==> src/rtl/giga_loader_if.sv <==
// Byte-stream input and instruction-memory write port of the program loader.
// The slave modport is the loader's view; the master modport is the view of
// whatever feeds bytes in and watches the memory writes.
interface giga_loader_if #(
  parameter int ADDR_W = 9
);
  logic              in_valid;
  logic [7:0]        in_data;
  logic              in_ready;
  logic              im_we;
  logic [ADDR_W-1:0] im_addr;
  logic [31:0]       im_d;

  modport master (
    output in_valid, in_data,
    input  in_ready, im_we, im_addr, im_d
  );

  modport slave (
    input  in_valid, in_data,
    output in_ready, im_we, im_addr, im_d
  );
endinterface

==> src/rtl/giga_loader.sv <==
// Program loader: reads a 16-bit big-endian word count followed by that many
// big-endian 32-bit words from a byte stream, writes them to instruction
// memory at consecutive addresses from 0, and keeps the core held in reset
// until a load completes successfully.
module giga_loader #(
  parameter int ADDR_W    = 9,
  parameter int MAX_WORDS = 512
) (
  input  logic              clk,
  input  logic              rst,
  input  logic              start,
  giga_loader_if.slave      bus,
  output logic              core_hold,
  output logic              busy,
  output logic              done,
  output logic              error,
  output logic [ADDR_W:0]   words_loaded
);

  localparam logic [2:0] IDLE    = 3'd0;
  localparam logic [2:0] HDR_HI  = 3'd1;
  localparam logic [2:0] HDR_LO  = 3'd2;
  localparam logic [2:0] COLLECT = 3'd3;
  localparam logic [2:0] WRITE   = 3'd4;
  localparam logic [2:0] DONE    = 3'd5;
  localparam logic [2:0] ERROR   = 3'd6;

  localparam logic [16:0] MAX_N = 17'(MAX_WORDS);

  logic [2:0]  state;
  logic [7:0]  n_hi;
  logic [15:0] n_words;
  logic [23:0] partial;
  logic [1:0]  byte_cnt;

  logic        accept;
  logic        start_ok;
  logic [15:0] header;
  logic [15:0] next_count;

  assign accept     = bus.in_valid && bus.in_ready;
  assign start_ok   = start && (state == IDLE || state == DONE || state == ERROR);
  assign header     = {n_hi, bus.in_data};
  assign next_count = 16'(words_loaded) + 16'd1;

  // Status and handshake outputs decode straight from the state register so
  // that an asynchronous reset reaches them in the same cycle.
  assign bus.in_ready = (state == HDR_HI) || (state == HDR_LO) || (state == COLLECT);
  assign bus.im_we    = (state == WRITE);
  assign busy         = (state == HDR_HI) || (state == HDR_LO) ||
                        (state == COLLECT) || (state == WRITE);
  assign done         = (state == DONE);
  assign error        = (state == ERROR);
  assign core_hold    = (state != DONE);

  // Load sequencer: header capture, byte assembly, one-cycle memory write.
  always_ff @(posedge clk or negedge rst) begin
    if (!rst) begin
      state        <= IDLE;
      n_hi         <= '0;
      n_words      <= '0;
      partial      <= '0;
      byte_cnt     <= '0;
      words_loaded <= '0;
      bus.im_addr  <= '0;
      bus.im_d     <= '0;
    end else if (start_ok) begin
      state        <= HDR_HI;
      words_loaded <= '0;
      byte_cnt     <= '0;
    end else begin
      case (state)
        HDR_HI: begin
          if (accept) begin
            n_hi  <= bus.in_data;
            state <= HDR_LO;
          end
        end
        HDR_LO: begin
          if (accept) begin
            n_words  <= header;
            byte_cnt <= '0;
            if (header == 16'd0 || {1'b0, header} > MAX_N) begin
              state <= ERROR;
            end else begin
              state <= COLLECT;
            end
          end
        end
        COLLECT: begin
          if (accept) begin
            partial  <= {partial[15:0], bus.in_data};
            byte_cnt <= byte_cnt + 2'd1;
            if (byte_cnt == 2'd3) begin
              bus.im_d    <= {partial, bus.in_data};
              bus.im_addr <= words_loaded[ADDR_W-1:0];
              state       <= WRITE;
            end
          end
        end
        WRITE: begin
          words_loaded <= words_loaded + 1'b1;
          if (next_count == n_words) begin
            state <= DONE;
          end else begin
            state <= COLLECT;
          end
        end
        default: begin
          state <= state;
        end
      endcase
    end
  end

endmodule

==> src/flat_wrapper.sv <==
// flat-port wrapper written by rule: the top's interface ports become plain ports
module giga_loader_flat 
#(
  parameter int ADDR_W    = 9,
  parameter int MAX_WORDS = 512
)
  (clk, rst, start, core_hold, busy, done, error, words_loaded, bus_in_valid, bus_in_data, bus_in_ready, bus_im_we, bus_im_addr, bus_im_d);
  giga_loader_if #(.ADDR_W(ADDR_W)) bus_i ();
  input  logic clk;
  input  logic rst;
  input  logic start;
  output logic core_hold;
  output logic busy;
  output logic done;
  output logic error;
  output logic [ADDR_W:0] words_loaded;
  input wire logic [$bits(bus_i.in_valid)-1:0] bus_in_valid;
  input wire logic [$bits(bus_i.in_data)-1:0] bus_in_data;
  output wire logic [$bits(bus_i.in_ready)-1:0] bus_in_ready;
  output wire logic [$bits(bus_i.im_we)-1:0] bus_im_we;
  output wire logic [$bits(bus_i.im_addr)-1:0] bus_im_addr;
  output wire logic [$bits(bus_i.im_d)-1:0] bus_im_d;
  assign bus_i.in_valid = bus_in_valid;
  assign bus_i.in_data = bus_in_data;
  assign bus_in_ready = bus_i.in_ready;
  assign bus_im_we = bus_i.im_we;
  assign bus_im_addr = bus_i.im_addr;
  assign bus_im_d = bus_i.im_d;
  giga_loader #(.ADDR_W(ADDR_W), .MAX_WORDS(MAX_WORDS)) u_core (.clk(clk), .rst(rst), .start(start), .bus(bus_i), .core_hold(core_hold), .busy(busy), .done(done), .error(error), .words_loaded(words_loaded));
endmodule
==> config.mk <==
export PLATFORM = sky130hd
export DESIGN_NAME = giga_loader_flat
export DESIGN_NICKNAME = d
export VERILOG_FILES = /design/src/rtl/giga_loader_if.sv /design/src/rtl/giga_loader.sv /design/src/flat_wrapper.sv
export SDC_FILE = /design/constraint.sdc
export NUM_CORES = 1
export LEC_CHECK = 0
export ABC_AREA = 1
export CAP_MARGIN = 40
export CORE_MARGIN = 2
export CORE_UTILIZATION = 30
export CTS_BUF_LIST = sky130_fd_sc_hd__clkbuf_8
export DETAILED_ROUTE_END_ITERATION = 16
export HOLD_SLACK_MARGIN = 0.02
export MAX_ROUTING_LAYER = met4
export PLACE_DENSITY = 0.53
export SYNTH_ARGS = -nofsm -noshare
export SYNTH_HDL_FRONTEND = slang
export SYNTH_SLANG_ARGS = --single-unit
==> constraint.sdc <==
create_clock -name clk -period 4.45 [get_ports clk]
set_input_delay 0.89 -clock clk [delete_from_list [all_inputs] [get_ports clk]]
set_output_delay 0.89 -clock clk [all_outputs]
set_load 0.01 [all_outputs]
After elaboration in Yosys (flattened, before gate mapping) --
Cells that the tools add are included.
Storage, ports and cells: register bits after elaboration 104, output and inout bits 57
Cells by class: add/subtract/negate cells 3, order comparisons 1, equal/unequal tests 13, multiplexer cells 14, bitwise operators 1, reduce and logical (&&, ||, !) cells 19
Operators with widths (number):
- two-way mux 3 bit | 7
- two-way mux 10 bit | 2
- == test 16 bit | 1
- > comparator 16 x 10 -> 1 bit (second input constant) | 1
- logical NOT 16 bit | 1
- one-hot mux 3 bit (4 select lines) | 1
- AND reduction 3 bit | 4
- adder 10 x 1 -> 11 bit (second input constant) | 1
- adder 10 x 1 -> 10 bit (second input constant) | 1
- == test 3 bit (second input constant) | 3
- != test 3 x 1 -> 1 bit (second input constant) | 3
- == test 3 x 2 -> 1 bit (second input constant) | 2
- logical OR 1 bit | 6
- two-way mux 2 bit | 3
- AND reduction 5 bit | 1
- nonzero test 5 bit | 1
- one-hot mux 2 bit (2 select lines) | 1
- AND reduction 4 bit | 1
- == test 3 x 1 -> 1 bit (second input constant) | 1
- logical NOT 3 bit | 1
- != test 3 x 2 -> 1 bit (second input constant) | 1
- != test 3 bit (second input constant) | 1
- nonzero test 3 bit | 1
- adder 2 x 1 -> 2 bit (second input constant) | 1
- other kinds (4) | 5

Depth between registers and ports, before layout --
Gate-level depths: netlist of the first run.
word-level depth 7, depth in mapped cells 14, mapped depth without buffers 14

Worst setup path after synthesis of the first run --
No wires, ideal clock.
kind register -> output, from register u_core.state[0], to output port busy, data arrival time 0.921 ns, required time 3.560 ns, path slack 2.639 ns, stages on the path, launching flop included 6, path buffers 0, path through dfrtp_1 > inv_1 > nand2_1 > nor2_4 > inv_2 > nand2_2
RTL lines:
- start, declared | RTL line giga_loader.sv:30 | logic [2:0] state;
- start signal, assigned | RTL line giga_loader.sv:110 | state <= state;
- == test 3 bit
- via bus_im_we | RTL line flat_wrapper.sv:20 | output wire logic [$bits(bus_i.im_we)-1:0] bus_im_we;
- logical OR 1 bit | RTL line giga_loader.sv:51 | (state == COLLECT) || (state == WRITE);
- end, declared | RTL line flat_wrapper.sv:13 | output logic busy;
The timed path passes the listed nets, and every way through them passes these cells.

Worst setup path after layout of the first run --
from register u_core.state[0], to output port busy
On the way: cells in the longest elaborated chain, start to end 4
RTL lines:
- == test 3 x 1 -> 1 bit / == test 3 x 2 -> 1 bit (equally long branches) | RTL line giga_loader.sv:50 | assign busy = (state == HDR_HI) || (state == HDR_LO) ||
- logical OR 1 bit (2 in a row) | RTL line giga_loader.sv:50
- logical OR 1 bit (*) | RTL line giga_loader.sv:51
Every way passes the cells marked *; elsewhere a longest branch is shown, timed or not.

==> out/metrics.yaml, run 1 <==
maxCapViolCount: 0
criticalPathCategory: "reg2out"
netlist_instances: 509
die_width_microns: 126
setup_ws_ns: 1.52
clockRootBuffer: "clkbuf_8"
slew_headroom_pct: 63.0
drc: 0
rows: 44
post_cts_resized: 0
dieArea_sq_um: 15900
p_total_uw: 3210
worstPathBufferInverterCount: 3
grt_max_degree: 44
ctsHoldBuffers: 0
path_max_fanout: 9
synthMuxAreaShare_pct: 1.93
p_int_uw: 2020
cts_made_buffers: 9
clock_skew_ns: 0.00782
status: "complete, no violations"
setup_viol: 0
period_minus_slack_ns: 2.93
post_drt_wl_per_cell_microns: 13.7
peakVddDrop_uv: 253
grt_pass1_vias: 3505
clock_insertion_delay_worst_skew_ns: 0.36
antenna_left: 0
grt_pass1_wl_microns: 17600
p_leak_uw: 0.00260
antenna_found_initial: 0
diodes: 0
drive_gt1_share_pct: 7.39
track_usage_pct: 14.2
io_pins: 69
gp_congestion: 0.779
yosysWarnings: 0
fmax_mhz: 341
cts.sinks: 104
clockBufferDepth: 2
swShare_pct: 37.0
yosysUniqueCellTypes: 31
switching_power_uw: 1190
cpMaxStageDelayCell: "clkdlybuf4s50_1"
pwr_density_cell_nw_per_um2: 575
finalWirelength_microns: 10500
dp.final_hpwl_microns: 7740
fin_hold_ws_ns: 0.488
synth_area_sq_um: 4480
die_h_microns: 126
portBuffers: 68
pwr-share-seq_pct: 46.8
drt-initial-drc-count: 266
overflow: 0
coreArea_sq_um: 14600
pwr-share-clk_pct: 17.6
worstHoldPathType: "in2async"
slew_violations: 0
dr.pass1.iters: 5
clk_pin_slew_ns: 0.10
areaGrowthSynthToFinish_pct: 24.6
pwr-share-comb_pct: 35.6
start_kind: "register"
syn_nets: 523
crit_arrival_ns: 2.04
hold_viol: 0
required_ns: 3.56
pre_cts_ws_ns: 1.28
synthSimpleGateAreaFrac_pct: 20.0
htreeDepth: 3
ys_seq_area_share_pct: 58.1
critPathMaxStageDelay_ns: 0.53
synthXorXnorAreaFrac_pct: 0.195
tightest_slew_ns: 0.554
initial_core_util_pct: 30.7
utilization_pct: 38.3
ys_ff_latch: 104
rsz0062_at_grt: "false"
synth.avg_cell_area_sq_um: 8.81
post_cts_buffers: 0
synth_top_family_by_area: "simple AND/OR/NAND/NOR gates"
synthAdderAreaFrac_pct: 0.558
final_nets: 591
period_share_pct: 65.8
fin_tns_setup_ns: 0
viasPerCell: 4.57
crit_path_end_kind: "primary output"
num_vias: 3497
cts_tree: "yes"
critPathTopFamily: "buffers and inverters"
synth_compound_area_share_pct: 11.8
worstPathCellList: "inv_1 -> nand2_1 -> nor2_4 -> inv_2 -> nand2_2 -> clkdlybuf4s50_1"
[power by group through the flow]
stage / clock network, uW / registers, uW / logic, uW
after floorplan: 0 / 1510 / 629
after global placement: 0 / 1520 / 1130
after detailed placement: 0 / 1520 / 1160
after CTS: 589 / 1510 / 1160
after global routing: 628 / 1550 / 1310
final: 564 / 1500 / 1140
[cells in the mapped netlist]
| cell type | number | share of area, % |
|---|---|---|
| nor2_8 | 1 | 0.45 |
| inv_2 | 6 | 0.50 |
| mux2_4 | 2 | 0.67 |
| a31oi_2 | 1 | 0.28 |
| a21oi_1 | 3 | 0.33 |
| a22o_1 | 1 | 0.20 |
| nand2_1 | 141 | 12 |
| buf_2 | 7 | 0.78 |
| nand4_1 | 6 | 0.84 |
| a31oi_1 | 1 | 0.14 |
| mux2_1 | 5 | 1.3 |
| xor2_1 | 1 | 0.20 |
| inv_1 | 64 | 5.4 |
| o22ai_1 | 7 | 0.98 |
| buf_1 | 1 | 0.084 |
| ha_1 | 2 | 0.56 |
| nor2_2 | 2 | 0.28 |
| o21ai_0 | 55 | 6.1 |
| nand3_2 | 1 | 0.22 |
| o31ai_1 | 1 | 0.17 |
| nand3b_1 | 4 | 0.67 |
| nand2_2 | 6 | 0.84 |
| nor4_1 | 1 | 0.14 |
| nor2_1 | 23 | 1.9 |
| clkbuf_1 | 8 | 0.67 |
| o21ai_1 | 32 | 3.6 |
| and2_1 | 1 | 0.14 |
| nor2_4 | 2 | 0.50 |
| nor3_1 | 1 | 0.11 |
| nand3_1 | 19 | 2.1 |
| dfrtp_1 | 104 | 58 |
[state kept, by name, indices dropped and copies added (netlist names)]
name                 flops
u_core.state             3
u_core.n_words          16
u_core.partial          24
u_core.byte_cnt          2
u_core.n_hi              8
u_core.bus.im_d         32
u_core.words_loaded     10
u_core.bus.im_addr       9
[placed cells by master (no fill, tap or decap), types with 2 or more instances in the layout]
cell	instances
nand2_1	141
dfrtp_1	104
clkdlybuf4s50_1	67
inv_1	64
o21ai_0	55
o21ai_1	32
nor2_1	23
nand3_1	19
clkbuf_8	10
o22ai_1	7
inv_2	6
nand2_2	6
nand4_1	6
mux2_1	5
nand3b_1	4
a21oi_1	3
buf_4	3
nor2_4	2
nor2_2	2
mux2_4	2
ha_1	2
clkinv_2	2
inv_8	2
[layout make-up]
cell class	instances	area, sq um
inverter	70	263
sequential	104	2600
multi-input combinational	319	1550
clock inverter	6	48.8
tap	184	230
fill	1463	9000
timing repair buffer	73	756
clock buffer	10	138
[worst reg2reg max path: cells and delay by family, from the launching register on]
| kind | cells | cell delay [ns] |
|---|---|---|
| AND/OR/NAND/NOR | 5 | 1.14 |
| flip-flops | 1 | 0.46 |
| AO/OA/AOI/OAI | 1 | 0.06 |
| buffers and inverters | 2 | 0.53 |
[metal layers]
metal	GRT usage, %	wire, microns
met1	19.3	5180
met2	21.5	4750
met3	2.72	390
met4	4.98	174
met5	-	0
[final timing paths]
check | startpoint | endpoint | slack [ns] | cells past startpoint
hold / removal | rst | u_core.bus.im_d[9] | 0.49 | 1
max in group asynchronous | rst | u_core.words_loaded[6] | 2.98 | 3
setup / recovery | u_core.state[0] | busy | 1.52 | 6
hold reg to reg | u_core.partial[18] | u_core.partial[18] | 0.49 | 2
min in group clk | u_core.partial[18] | u_core.partial[18] | 0.49 | 2
setup reg to reg | u_core.state[2] | u_core.bus.im_d[11] | 2.15 | 8
[through the flow]
stage          cell area, sq um  instances
3_5_place_dp               5400        750
5_1_grt                    5590        766
2_1_floorplan              4480        509
4_1_cts                    5590        766
6_report                   5590        766
3_3_place_gp               5340        747
[logic make-up after synthesis]
family	count (synthesis)
compound gates	101
xor+xnor	1
fa+ha+maj	2
buf+inv	86
flops	104
mux	7
simple gates	208
(Power assumes the default switching activity.)
==> run 2, diff against run 1 <==
- PLACE_DENSITY: 0.53 -> 0.54
- clock period: 4.45 -> 2.5 ns (I/O delays scaled with it)
==> run 2 against run 1 <==
Against the previous run:
- largest cell class unchanged
- design area about the same
- worst hold slack got worse by 0.34 ns
- critical path depth unchanged
- die area did not move
- via count is 0.54% higher
- register-to-register slack worse by 1.6 ns
- critical endpoint unchanged
- critical path type unchanged
- first-iteration DRC count shrank 13%
==> out/metrics.yaml, run 2 (same netlist as run 1, synthesis figures left out) <==
critPathTopFamily: "buffers and inverters"
rows: 44
overflow: 0
setup_viol: 0
cts.sinks: 104
clockRootBuffer: "clkbuf_8"
start_kind: "register"
period_share_pct: 94.3
cts_made_buffers: 9
antenna_left: 0
slew_violations: 0
grt_max_degree: 55
slew_headroom_pct: 55.3
period_minus_slack_ns: 2.36
utilization_pct: 38.3
peakVddDrop_uv: 421
clockBufferDepth: 2
final_cell_mix: "nand2_1 (141), dfrtp_1 (104), clkdlybuf4s50_1 (67)"
post_drt_wl_per_cell_microns: 13.5
cpMaxStageDelayCell: "clkdlybuf4s50_1"
rsz0062_at_grt: "false"
worstPathBufferInverterCount: 3
cts_tree: "yes"
io_pins: 69
ctsHoldBuffers: 0
initial_core_util_pct: 30.7
track_usage_pct: 14.1
switching_power_uw: 2090
clock_skew_ns: 0.00782
crit_path_end_kind: "primary output"
fmax_mhz: 424
clock_insertion_delay_worst_skew_ns: 0.36
num_vias: 3516
viasPerCell: 4.55
grt_pass1_vias: 3431
top_register: "u_core.bus.im_d"
dp.final_hpwl_microns: 7680
place_inst: 756
final_common_cell: "nand2_1"
drive_gt1_share_pct: 8.32
status: "complete, no violations"
drt-initial-drc-count: 232
fin_cells: 773
pwr-share-clk_pct: 17.1
drc: 0
diodes: 0
die_width_microns: 126
finalWirelength_microns: 10400
criticalPathCategory: "reg2out"
htreeDepth: 3
crit_arrival_ns: 1.86
maxCapViolCount: 0
final_nets: 598
fin_hold_ws_ns: 0.150
pwr-share-comb_pct: 36.0
p_int_uw: 3600
clk_pin_slew_ns: 0.10
swShare_pct: 36.7
pwr_density_cell_nw_per_um2: 1020
critPathMaxStageDelay_ns: 0.53
worstHoldPathType: "in2async"
p_leak_uw: 0.00262
gp_congestion: 0.807
portBuffers: 68
antenna_found_initial: 0
largest_reg_flops: 32
top_regs: "u_core.bus.im_d: 32 flops, u_core.partial: 24 flops, u_core.n_words: 16 flops"
fin_tns_setup_ns: 0
pwr-share-seq_pct: 46.9
dr.pass1.iters: 4
hold_viol: 0
post_cts_resized: 0
reg2reg_slack_ns: 0.54
tightest_slew_ns: 0.670
areaGrowthSynthToFinish_pct: 24.7
path_max_fanout: 9
die_h_microns: 126
dieArea_sq_um: 15900
required_ns: 2.00
grt_pass1_wl_microns: 17500
coreArea_sq_um: 14600
worstPathCellList: "inv_1 -> nand2_1 -> nor2_4 -> inv_2 -> nand2_2 -> clkdlybuf4s50_1"
run 2: final timing paths:
check / start / end / cells after the start
min in group clk: u_core.partial[0] / u_core.partial[8] / 2
max in group asynchronous: rst / u_core.words_loaded[6] / 2
max reg2reg: u_core.words_loaded[0] / u_core.state[1] / 13
min reg2reg: u_core.partial[0] / u_core.partial[8] / 2
max: u_core.state[0] / busy / 6
min: rst / u_core.bus.im_d[9] / 1
run 2: area by class of cell:
class | count | area [sq um]
fillers | 1450 | 9000
clock buffers | 10 | 138
flip-flops and latches | 104 | 2600
well taps | 184 | 230
clock inverters | 6 | 40.0
inverters | 70 | 263
multi-input cells | 319 | 1550
repair buffers | 80 | 768
run 2: worst register-to-register path: cells and delay by family, from the launching register on:
family / cells / cell delay (ns)
simple gates: 10 / 0.91
flops: 1 / 0.49
fa+ha+maj: 1 / 0.29
buf+inv: 2 / 0.16
run 2: power by group through the flow:
stage                     clock (uW)  sequential (uW)  combinational [uW]
after floorplan                    0             2690                1120
after global placement             0             2690                2030
after detailed placement           0             2700                2060
after CTS                       1020             2670                2080
after global routing            1090             2750                2340
final                            971             2670                2050
run 2: per-stage QoR:
stage | power, uW | worst slack [ns] | instance area (sq um)
floorplan | 3810 | 0.840 | 4480
global placement | 4720 | 0.318 | 5400
detailed placement | 4760 | 0.275 | 5400
CTS | 5770 | 0.119 | 5590
global route | 6170 | 0.0240 | 5590
finish | 5680 | 0.144 | 5590
run 2: per-layer routing:
layer / wire length (microns) / global-route usage [%] / vias up
met4: 123 / 4.46 / 0
li1: - / - / 1779
met2: 4850 / 21.1 / 56
met1: 5120 / 19.6 / 1673
met5: 0 / - / -
met3: 309 / 2.51 / 8
run 2: timing repair:
action / in CTS / in global routing
endpoints found under the hold margin: 0 / 0
endpoints found under the setup margin: 1 / 0
buffers inserted: 1 / 0
